[config.mk]
export PLATFORM = sky130hd
export DESIGN_NAME = mem_initiator_flat
export DESIGN_NICKNAME = d
export VERILOG_FILES = /design/src/rtl/mem_initiator_if.sv /design/src/rtl/mem_initiator.sv /design/src/flat_wrapper.sv
export SDC_FILE = /design/constraint.sdc
export NUM_CORES = 1
export LEC_CHECK = 0
export CAP_MARGIN = 20
export CORE_MARGIN = 10
export CORE_UTILIZATION = 45
export DETAILED_ROUTE_END_ITERATION = 7
export GPL_ROUTABILITY_DRIVEN = 0
export PLACE_DENSITY = 0.76
export SKIP_LAST_GASP = 1
export SLEW_MARGIN = 25
export SYNTH_ARGS = -nofsm -noshare
export SYNTH_HDL_FRONTEND = slang
export SYNTH_SLANG_ARGS = --single-unit
[constraint.sdc]
create_clock -name clk -period 4.41 [get_ports clk]
set_clock_uncertainty 0.05 [all_clocks]
set_input_delay 0.882 -clock clk [delete_from_list [all_inputs] [get_ports clk]]
set_output_delay 0.882 -clock clk [all_outputs]
set_load 0.05 [all_outputs]
[src/rtl/mem_initiator_if.sv]
// Bundles the signals that pass between mem_initiator and its neighbours.
// The core side is the req/rsp handshake and the memory side is the mem_itf bus.
// The master modport is the view from mem_initiator.
// The slave modport is the view from the core and the memory.
interface mem_initiator_if;
    logic        req_valid;
    logic        req_ready;
    logic        req_write;
    logic [31:0] req_addr;
    logic [3:0]  req_wmask;
    logic [31:0] req_wdata;

    logic        rsp_valid;
    logic        rsp_write;
    logic [31:0] rsp_rdata;

    logic        mem_read;
    logic        mem_write;
    logic [31:0] mem_addr;
    logic [3:0]  mem_wmask;
    logic [31:0] mem_wdata;
    logic [31:0] mem_rdata;
    logic        mem_resp;

    modport master (
        input  req_valid, req_write, req_addr, req_wmask, req_wdata,
        output req_ready,
        output rsp_valid, rsp_write, rsp_rdata,
        output mem_read, mem_write, mem_addr, mem_wmask, mem_wdata,
        input  mem_rdata, mem_resp
    );

    modport slave (
        output req_valid, req_write, req_addr, req_wmask, req_wdata,
        input  req_ready,
        input  rsp_valid, rsp_write, rsp_rdata,
        input  mem_read, mem_write, mem_addr, mem_wmask, mem_wdata,
        output mem_rdata, mem_resp
    );
endinterface

[src/rtl/mem_initiator.sv]
// Requester-side driver for the mem_itf read/write/resp protocol.
// Core requests are buffered in a small FIFO and issued one at a time.
// All memory bus signals are held stable until mem_resp.
// Each completion produces a one-cycle response pulse to the core.
// A stuck memory raises a sticky timeout flag, but the transaction is never aborted.
module mem_initiator #(
    parameter int QUEUE_DEPTH = 2,
    parameter int TIMEOUT     = 64
) (
    input  logic              clk,
    input  logic              rst,
    mem_initiator_if.master   bus,
    output logic              timeout_err
);

    localparam int PW = (QUEUE_DEPTH > 1) ? $clog2(QUEUE_DEPTH) : 1;
    localparam int CW = $clog2(QUEUE_DEPTH + 1);
    localparam int TW = (TIMEOUT > 0) ? $clog2(TIMEOUT + 1) : 1;

    localparam logic [PW-1:0] LAST_PTR = PW'(QUEUE_DEPTH - 1);
    localparam logic [CW-1:0] FULL_CNT = CW'(QUEUE_DEPTH);
    localparam logic [TW-1:0] TMAX     = TW'(TIMEOUT);

    typedef struct packed {
        logic        write;
        logic [29:0] word;
        logic [3:0]  wmask;
        logic [31:0] wdata;
    } req_t;

    typedef enum logic [1:0] {
        IDLE = 2'd0,
        BUSY = 2'd1,
        GAP  = 2'd2
    } state_t;

    req_t          fifo_mem [QUEUE_DEPTH];
    logic [PW-1:0] wr_ptr;
    logic [PW-1:0] rd_ptr;
    logic [CW-1:0] count;
    state_t        state;
    logic [TW-1:0] wait_cnt;

    req_t in_req;
    req_t head;
    logic push;
    logic pop;
    logic unused_addr_bits;

    // Readiness uses only the registered occupancy, so a pop on the same edge does not free a slot.
    assign bus.req_ready = (count < FULL_CNT);
    assign push          = bus.req_valid && bus.req_ready;
    // The head is issued from IDLE, and also at the single exit edge of GAP.
    assign pop           = (state != BUSY) && (count != '0);
    assign head          = fifo_mem[rd_ptr];

    assign in_req.write = bus.req_write;
    assign in_req.word  = bus.req_addr[31:2];
    assign in_req.wmask = bus.req_wmask;
    assign in_req.wdata = bus.req_wdata;

    // The byte offset is dropped, because the bus is word-aligned.
    assign unused_addr_bits = ^bus.req_addr[1:0];

    // Request storage. The payload needs no reset, because the count decides which entries are valid.
    always_ff @(posedge clk) begin
        if (push) begin
            fifo_mem[wr_ptr] <= in_req;
        end
    end

    // Pointers wrap explicitly at the last entry, so any depth stays in range.
    always_ff @(posedge clk) begin
        if (rst) begin
            wr_ptr <= '0;
            rd_ptr <= '0;
            count  <= '0;
        end else begin
            if (push) begin
                wr_ptr <= (wr_ptr == LAST_PTR) ? '0 : wr_ptr + 1'b1;
            end
            if (pop) begin
                rd_ptr <= (rd_ptr == LAST_PTR) ? '0 : rd_ptr + 1'b1;
            end
            case ({push, pop})
                2'b10:   count <= count + 1'b1;
                2'b01:   count <= count - 1'b1;
                default: count <= count;
            endcase
        end
    end

    // Issue/complete FSM. It owns every registered bus output, the response pulse and the stall watchdog.
    always_ff @(posedge clk) begin
        if (rst) begin
            state         <= IDLE;
            bus.mem_read  <= 1'b0;
            bus.mem_write <= 1'b0;
            bus.mem_addr  <= '0;
            bus.mem_wmask <= '0;
            bus.mem_wdata <= '0;
            bus.rsp_valid <= 1'b0;
            bus.rsp_write <= 1'b0;
            bus.rsp_rdata <= '0;
            wait_cnt      <= '0;
            timeout_err   <= 1'b0;
        end else begin
            bus.rsp_valid <= 1'b0;
            case (state)
                IDLE, GAP: begin
                    if (pop) begin
                        state         <= BUSY;
                        bus.mem_read  <= ~head.write;
                        bus.mem_write <= head.write;
                        bus.mem_addr  <= {head.word, 2'b00};
                        bus.mem_wmask <= head.write ? head.wmask : 4'b0000;
                        bus.mem_wdata <= head.write ? head.wdata : 32'h0;
                    end else begin
                        state <= IDLE;
                    end
                end
                BUSY: begin
                    if (bus.mem_resp) begin
                        state         <= GAP;
                        bus.mem_read  <= 1'b0;
                        bus.mem_write <= 1'b0;
                        bus.mem_wmask <= 4'b0000;
                        bus.rsp_valid <= 1'b1;
                        bus.rsp_write <= bus.mem_write;
                        bus.rsp_rdata <= bus.mem_write ? 32'h0 : bus.mem_rdata;
                        wait_cnt      <= '0;
                    end else if (TIMEOUT != 0) begin
                        if (wait_cnt != TMAX) begin
                            wait_cnt <= wait_cnt + 1'b1;
                        end
                        if (wait_cnt == TMAX - 1'b1) begin
                            timeout_err <= 1'b1;
                        end
                    end
                end
                default: begin
                    state <= IDLE;
                end
            endcase
        end
    end

endmodule

[src/flat_wrapper.sv]
// flat-port wrapper written by rule: the top's interface ports become plain ports
module mem_initiator_flat 
#(
    parameter int QUEUE_DEPTH = 2,
    parameter int TIMEOUT     = 64
)
  (clk, rst, timeout_err, bus_req_valid, bus_req_write, bus_req_addr, bus_req_wmask, bus_req_wdata, bus_req_ready, bus_rsp_valid, bus_rsp_write, bus_rsp_rdata, bus_mem_read, bus_mem_write, bus_mem_addr, bus_mem_wmask, bus_mem_wdata, bus_mem_rdata, bus_mem_resp);
  mem_initiator_if bus_i ();
  input  logic clk;
  input  logic rst;
  output logic timeout_err;
  input wire logic [$bits(bus_i.req_valid)-1:0] bus_req_valid;
  input wire logic [$bits(bus_i.req_write)-1:0] bus_req_write;
  input wire logic [$bits(bus_i.req_addr)-1:0] bus_req_addr;
  input wire logic [$bits(bus_i.req_wmask)-1:0] bus_req_wmask;
  input wire logic [$bits(bus_i.req_wdata)-1:0] bus_req_wdata;
  output wire logic [$bits(bus_i.req_ready)-1:0] bus_req_ready;
  output wire logic [$bits(bus_i.rsp_valid)-1:0] bus_rsp_valid;
  output wire logic [$bits(bus_i.rsp_write)-1:0] bus_rsp_write;
  output wire logic [$bits(bus_i.rsp_rdata)-1:0] bus_rsp_rdata;
  output wire logic [$bits(bus_i.mem_read)-1:0] bus_mem_read;
  output wire logic [$bits(bus_i.mem_write)-1:0] bus_mem_write;
  output wire logic [$bits(bus_i.mem_addr)-1:0] bus_mem_addr;
  output wire logic [$bits(bus_i.mem_wmask)-1:0] bus_mem_wmask;
  output wire logic [$bits(bus_i.mem_wdata)-1:0] bus_mem_wdata;
  input wire logic [$bits(bus_i.mem_rdata)-1:0] bus_mem_rdata;
  input wire logic [$bits(bus_i.mem_resp)-1:0] bus_mem_resp;
  assign bus_i.req_valid = bus_req_valid;
  assign bus_i.req_write = bus_req_write;
  assign bus_i.req_addr = bus_req_addr;
  assign bus_i.req_wmask = bus_req_wmask;
  assign bus_i.req_wdata = bus_req_wdata;
  assign bus_req_ready = bus_i.req_ready;
  assign bus_rsp_valid = bus_i.rsp_valid;
  assign bus_rsp_write = bus_i.rsp_write;
  assign bus_rsp_rdata = bus_i.rsp_rdata;
  assign bus_mem_read = bus_i.mem_read;
  assign bus_mem_write = bus_i.mem_write;
  assign bus_mem_addr = bus_i.mem_addr;
  assign bus_mem_wmask = bus_i.mem_wmask;
  assign bus_mem_wdata = bus_i.mem_wdata;
  assign bus_i.mem_rdata = bus_mem_rdata;
  assign bus_i.mem_resp = bus_mem_resp;
  mem_initiator #(.QUEUE_DEPTH(QUEUE_DEPTH), .TIMEOUT(TIMEOUT)) u_core (.clk(clk), .rst(rst), .bus(bus_i), .timeout_err(timeout_err));
endmodule
# ---- After elaboration in Yosys (flattened, before gate mapping)
# Memories as Yosys holds them, arrays and structs flattened. A register that Yosys moved wholly into a read port is not among the register bits.
# Cells that the tools add are included.
dict set report word_totals {
  ff_bits 116
  mem_bits_rw 134
  input_bits 105
  out_inout_bits 106
  wordCells 71
  memories 1
}
dict set report op_classes {
  n_addsub 5
  magnitude_cmp 1
  n_eq_ne 9
  mux 24
  n_bitwise 3
  n_reduce_logical 14
}
# name words width read_ports rd_clocked_by_memory_dff write_ports line_no
set memory_table {}
lappend memory_table {u_core.fifo_mem 2 67 1 1 1 mem_initiator.sv:37} ;# req_t fifo_mem [QUEUE_DEPTH];
# op n
set ops {}
lappend ops {{$mux W32} 2}
lappend ops {{$mux W7} 2}
lappend ops {{$mux W4} 3}
lappend ops {{$mux W1} 11}
lappend ops {{$pmux W2 S2} 2}
lappend ops {{$pmux W4 S2} 1}
lappend ops {{$reduce_bool A2 Y1} 4}
lappend ops {{$add A7 B1 Y7 const B} 1}
lappend ops {{$eq A7 B6 Y1 const B} 1}
lappend ops {{$ne A7 B7 Y1 const B} 1}
lappend ops {{$reduce_and A2 Y1} 3}
lappend ops {{$reduce_and A3 Y1} 2}
lappend ops {{$eq A2 B1 Y1 const B} 2}
lappend ops {{$eq A2 B2 Y1 const B} 2}
lappend ops {{$ne A2 B1 Y1 const B} 2}
lappend ops {{$pmux W1 S2} 2}
lappend ops {{$reduce_or A2 Y1} 2}
lappend ops {{$not A1 Y1} 3}
lappend ops {{$add A1 B1 Y1 const B} 2}
lappend ops {{$add A2 B1 Y2 const B} 1}
lappend ops {{$logic_and A1 B1 Y1} 2}
lappend ops {{$logic_not A2 Y1} 1}
lappend ops {{$lt A2 B2 Y1 const B} 1}
lappend ops {{$mux W2} 1}
lappend ops {{2 further kinds} 2}

# ---- Depth between registers and ports, before layout
dict set report logic_depth {
  ltp_word 4
  depth_mapped 7
  ltp_nobuf 6
}

# ---- Least setup slack after synthesis
# OpenSTA, ideal clock, no wires.
dict set report synth_path {
  path_kind {input to register}
  startpoint {input port bus_req_valid}
  endpoint {memory u_core.fifo_mem[0][0] in the netlist's numbering, enable pin}
  setup_ns 0.493
  t_arrival_ns 3.806
  required_ns 3.867
  slack_ns 0.062
  cell_stages 2
  path_buffers 0
  path_cell_list {nand2_1 -> nor2_1}
}
dict set report synth_via {
  elab_chain_cells 3
}
# element line_no
set synth_rtl {}
lappend synth_rtl {{start, declared} flat_wrapper.sv:12} ;# input wire logic [$bits(bus_i.req_valid)-1:0] bus_req_valid;
lappend synth_rtl {{$logic_and A1 B1 Y1} mem_initiator.sv:52} ;# assign push = bus.req_valid && bus.req_ready;
lappend synth_rtl {{$mux W1} mem_initiator.sv:67} ;# if (push) begin
lappend synth_rtl {{$mux W1 (not written as such)} mem_initiator.sv:68} ;# fifo_mem[wr_ptr] <= in_req;
lappend synth_rtl {{end, declared} mem_initiator.sv:37}
# Every way passes these cells.

# ---- Final worst setup path
dict set report layout_path {
  startpoint {register u_core.count[1]}
  endpoint {output port bus_req_ready}
}
dict set report layout_via {
  elab_chain_cells 1
}
# element line_no
set layout_rtl {}
lappend layout_rtl {{start, declared} mem_initiator.sv:40} ;# logic [CW-1:0] count;
lappend layout_rtl {{start signal, assigned} mem_initiator.sv:86} ;# 2'b10: count <= count + 1'b1;
lappend layout_rtl {{start signal, assigned} mem_initiator.sv:87} ;# 2'b01: count <= count - 1'b1;
lappend layout_rtl {{start signal, assigned} mem_initiator.sv:88} ;# default: count <= count;
lappend layout_rtl {{$lt A2 B2 Y1} mem_initiator.sv:51} ;# assign bus.req_ready = (count < FULL_CNT);
lappend layout_rtl {{end, declared} flat_wrapper.sv:17} ;# output wire logic [$bits(bus_i.req_ready)-1:0] bus_req_ready;
# Every way passes these cells.

==> results by group <==
Run status
  • Run status: completed

Synth
  • Top FF cell, synth: edfxtp_1
  • Number of enable flip-flop cells after synthesis: 134
  • Synth cell types: 37
  • Avg Synthesized Cell Area: about 13 um2
  • Sequential fraction of the synthesis area: between 70% and 80%
  • Synthesis warning total: 0
  • Most area-hungry cell type in the Yosys netlist: edfxtp_1
  • Top area cells in the synthesized netlist: edfxtp_1 (45%), dfxtp_1 (26%), mux2_2 (4.4%)
  • Mapped Area: between 9000 and 10,000 um2
  • Yosys top cell area share: 44.68%
  • Fraction of registers with async set/reset: 0%
  • Synth Register Bits: 251
  • Mapped Cells: 673

Worst setup path
  • CP top delay family: buffers and inverters
  • Crit-path max cell delay: about 0.82 ns
  • Crit. End Element: output port
  • Type of origin of the critical path: flip-flop
  • WP data arrival: 1.82 ns
  • CP required: between 3 and 4 ns
  • Critical-path top delay cell: clkdlybuf4s50_1
  • Largest fanout on the critical path: 6
  • CP Class: reg -> out
  • Crit path cell chain: inv_1 -> clkdlybuf4s50_1
  • CP Buf/Inv Count: 2

Clocking
  • CTS Hold Buffers Added: 0
  • Clock transition at path regs: around 0.06 ns
  • H-tree Lvls: 1
  • CTS tree: done
  • CTS Buf Count: 25
  • Worst skew pair latency: roughly 0.50 ns
  • Clock sinks: roughly 250
  • Clock Tree Root: clkbuf_16
  • Number of gates resized after CTS: 0
  • Clock Path Buffers: 3
  • Post-CTS setup repair buffer count: 0

Cells and area
  • N_diodes: 0
  • Final non-filler cell total: ~1,200
  • Area Overhead vs Synth: 33.58%
  • Post-layout net count: just under 1,000
  • Share of cells above drive strength 1: 9.594%
  • Layout fillers: roughly 1,600
  • Most frequent cells in the layout: clkdlybuf4s50_1 (205), edfxtp_1 (134), dfxtp_1 (116), nor2_1 (83), a21oi_1 (45)
  • Most common cell after layout, fill and taps aside: clkdlybuf4s50_1

Pwr
  • Seq pwr share: about two fifths
  • NetSw: approximately 2.9 mW
  • Int Power: around 5 mW
  • Gate power share: between 30 and 40%
  • Switching share of power: 36.45%
  • Pleak: between 4 and 5 nW
  • Pwr Density: between 600 and 700 nW/um2
  • Peak supply drop: 0.3522 mV
  • Clk pwr share: a little under a quarter

STA
  • Final worst path period share: between 60% and 70%
  • Final setup viols: 0
  • Min Hold Slack: 0.3993 ns
  • Slew at the pin with the worst max-slew slack: roughly 1 ns
  • Max-slew headroom: between 30% and 40%
  • Achievable frequency: roughly 360 MHz
  • Setup_tns: 0 ns
  • Final Slew Violations: 0
  • Endpoints failing hold: 0
  • Final min period: between 2 and 3 ns
  • RSZ-0062 raised after global routing: no

Global route
  • Vias in the first global route: ~6,000
  • Gr ovfl total: 0
  • Tot GR Track Use: between 10% and 20%
  • First-pass GRT wire length: 32,820 um
  • Initial antenna violation count: 0
  • Largest net degree at the start of global routing: a little under 70

Detailed routing
  • Drt drc: 0
  • Wire per inst: approximately 18 um
  • Drt first-iter violations: 359
  • Routed Antenna Nets: 0
  • Detailed-router iteration count before antenna repair: 5
  • Avg Vias per Cell: 5.086
  • WL final: between 20,000 and 25,000 um
  • Vias: 5,854

Floorplanning
  • Core area: a little under 20,000 um2
  • Die height: approximately 160 um
  • Row count: about 50
  • Initial Utilization: a little under half
  • Die X: around 160 um
  • Die area: roughly 26,000 um2
  • IO Pins: ~210

Hold path
  • Hold Crit Class: reg -> reg

Place
  • Post-placement cell count: about 1,100
  • PortBufs: between 200 and 250
  • Dpl hpwl: around 13,000 um

Job
  • Max-cap viol count: 0
[synth_stat cells, types with 3 or more instances]
cell type / instances
a211oi_1: 30
a21oi_1: 45
a22oi_1: 35
and3_1: 3
buf_2: 13
clkbuf_1: 33
dfxtp_1: 117
edfxtp_1: 134
ha_1: 3
inv_1: 4
mux2_2: 35
mux2i_1: 32
nand2_1: 39
nand3b_1: 32
nor2_1: 84
nor3_1: 3
o21ai_0: 5
[worst paths after layout]
check / start / end / slack (ns) / depth (start not counted)
worst max register to register: u_core.count[0] / u_core.bus.mem_wmask[3] / 2.28 / 5
worst min-delay path: u_core.bus.rsp_rdata[6] / u_core.bus.rsp_rdata[6] / 0.40 / 2
worst min register to register: u_core.bus.rsp_rdata[6] / u_core.bus.rsp_rdata[6] / 0.40 / 2
worst max-delay path: u_core.count[1] / bus_req_ready / 1.66 / 2
[metrics by stage]
step | instance area, um2 | utilization, % | total power [mW] | setup slack, ns
floorplan | 9010 | - | 5.112 | 0.06174
global placement | 11310 | 57.71 | 6.013 | 1.614
detailed placement | 11310 | 57.71 | 6.065 | 1.578
CTS | 12030 | 61.39 | 7.968 | 1.632
global route | 12030 | 61.41 | 8.264 | 1.600
finish | 12030 | 61.41 | 7.864 | 1.660
[routing by layer]
layer	global-route usage (%)	share of wire (%)	wire [um]	vias up
li1	-	-	-	2839
met3	4.575	7.6	1596	34
met4	4.218	1.8	386	0
met5	0	0	0	-
met1	19.19	43	9003	2814
met2	25.28	48	10080	167
[power by group through the flow]
stage               Combinational [mW]  Sequential, mW  Clock [mW]
floorplan                         1.11            4.01           0
global placement                  2.83            3.18           0
detailed placement                2.86            3.20           0
CTS                               2.88            3.16        1.93
global route                      3.03            3.20        2.04
finish                            2.82            3.15        1.89
[worst reg2reg max path, delay by kind of cell, from the launching register on]
family,cells,cell delay (ns)
AOI/OAI and AO/OA,2,0.32
buffers and inverters,1,0.25
DFF,1,0.46
and+or+nand+nor,2,0.98
[registers in the layout, indices dropped and copies added, names as in the netlist, 2 cells and up, named ones only]
| name | count |
|---|---|
| u_core.fifo_mem | 134 |
| u_core.bus.mem_wdata | 32 |
| u_core.bus.rsp_rdata | 32 |
| u_core.bus.mem_addr | 30 |
| u_core.wait_cnt | 7 |
| u_core.bus.mem_wmask | 4 |
| u_core.count | 2 |
| u_core.state | 2 |
[final cells by class]
| type | count | area [um2] | share of cell area, % |
|---|---|---|---|
| inverters | 4 | 15.01 | 0.1248 |
| well taps | 265 | 331.6 | 2.756 |
| clock buffers | 37 | 680.7 | 5.658 |
| multi-input cells | 371 | 2450 | 20.36 |
| flip-flops and latches | 251 | 6370 | 52.95 |
| clock inverters | 8 | 40.04 | 0.3328 |
| repair buffers | 215 | 2143 | 17.82 |
[cell families (layout without fill, tap and decap cells)]
| logic type | Yosys count | in the layout | share of synthesized area [%] |
|---|---|---|---|
| adder cells (fa/ha/maj) | 3 | 3 | 0.4168 |
| buffers and inverters | 52 | 264 | 2.431 |
| XOR/XNOR | 4 | 4 | 0.3891 |
| AO/OA/AOI/OAI | 121 | 121 | 8.864 |
| flip-flops | 251 | 251 | 70.69 |
| multiplexers | 67 | 67 | 7.933 |
| AND/OR/NAND/NOR | 174 | 174 | 9.239 |
| other | 1 | 2 | 0.04164 |
Power figures use the tool's default switching activity.
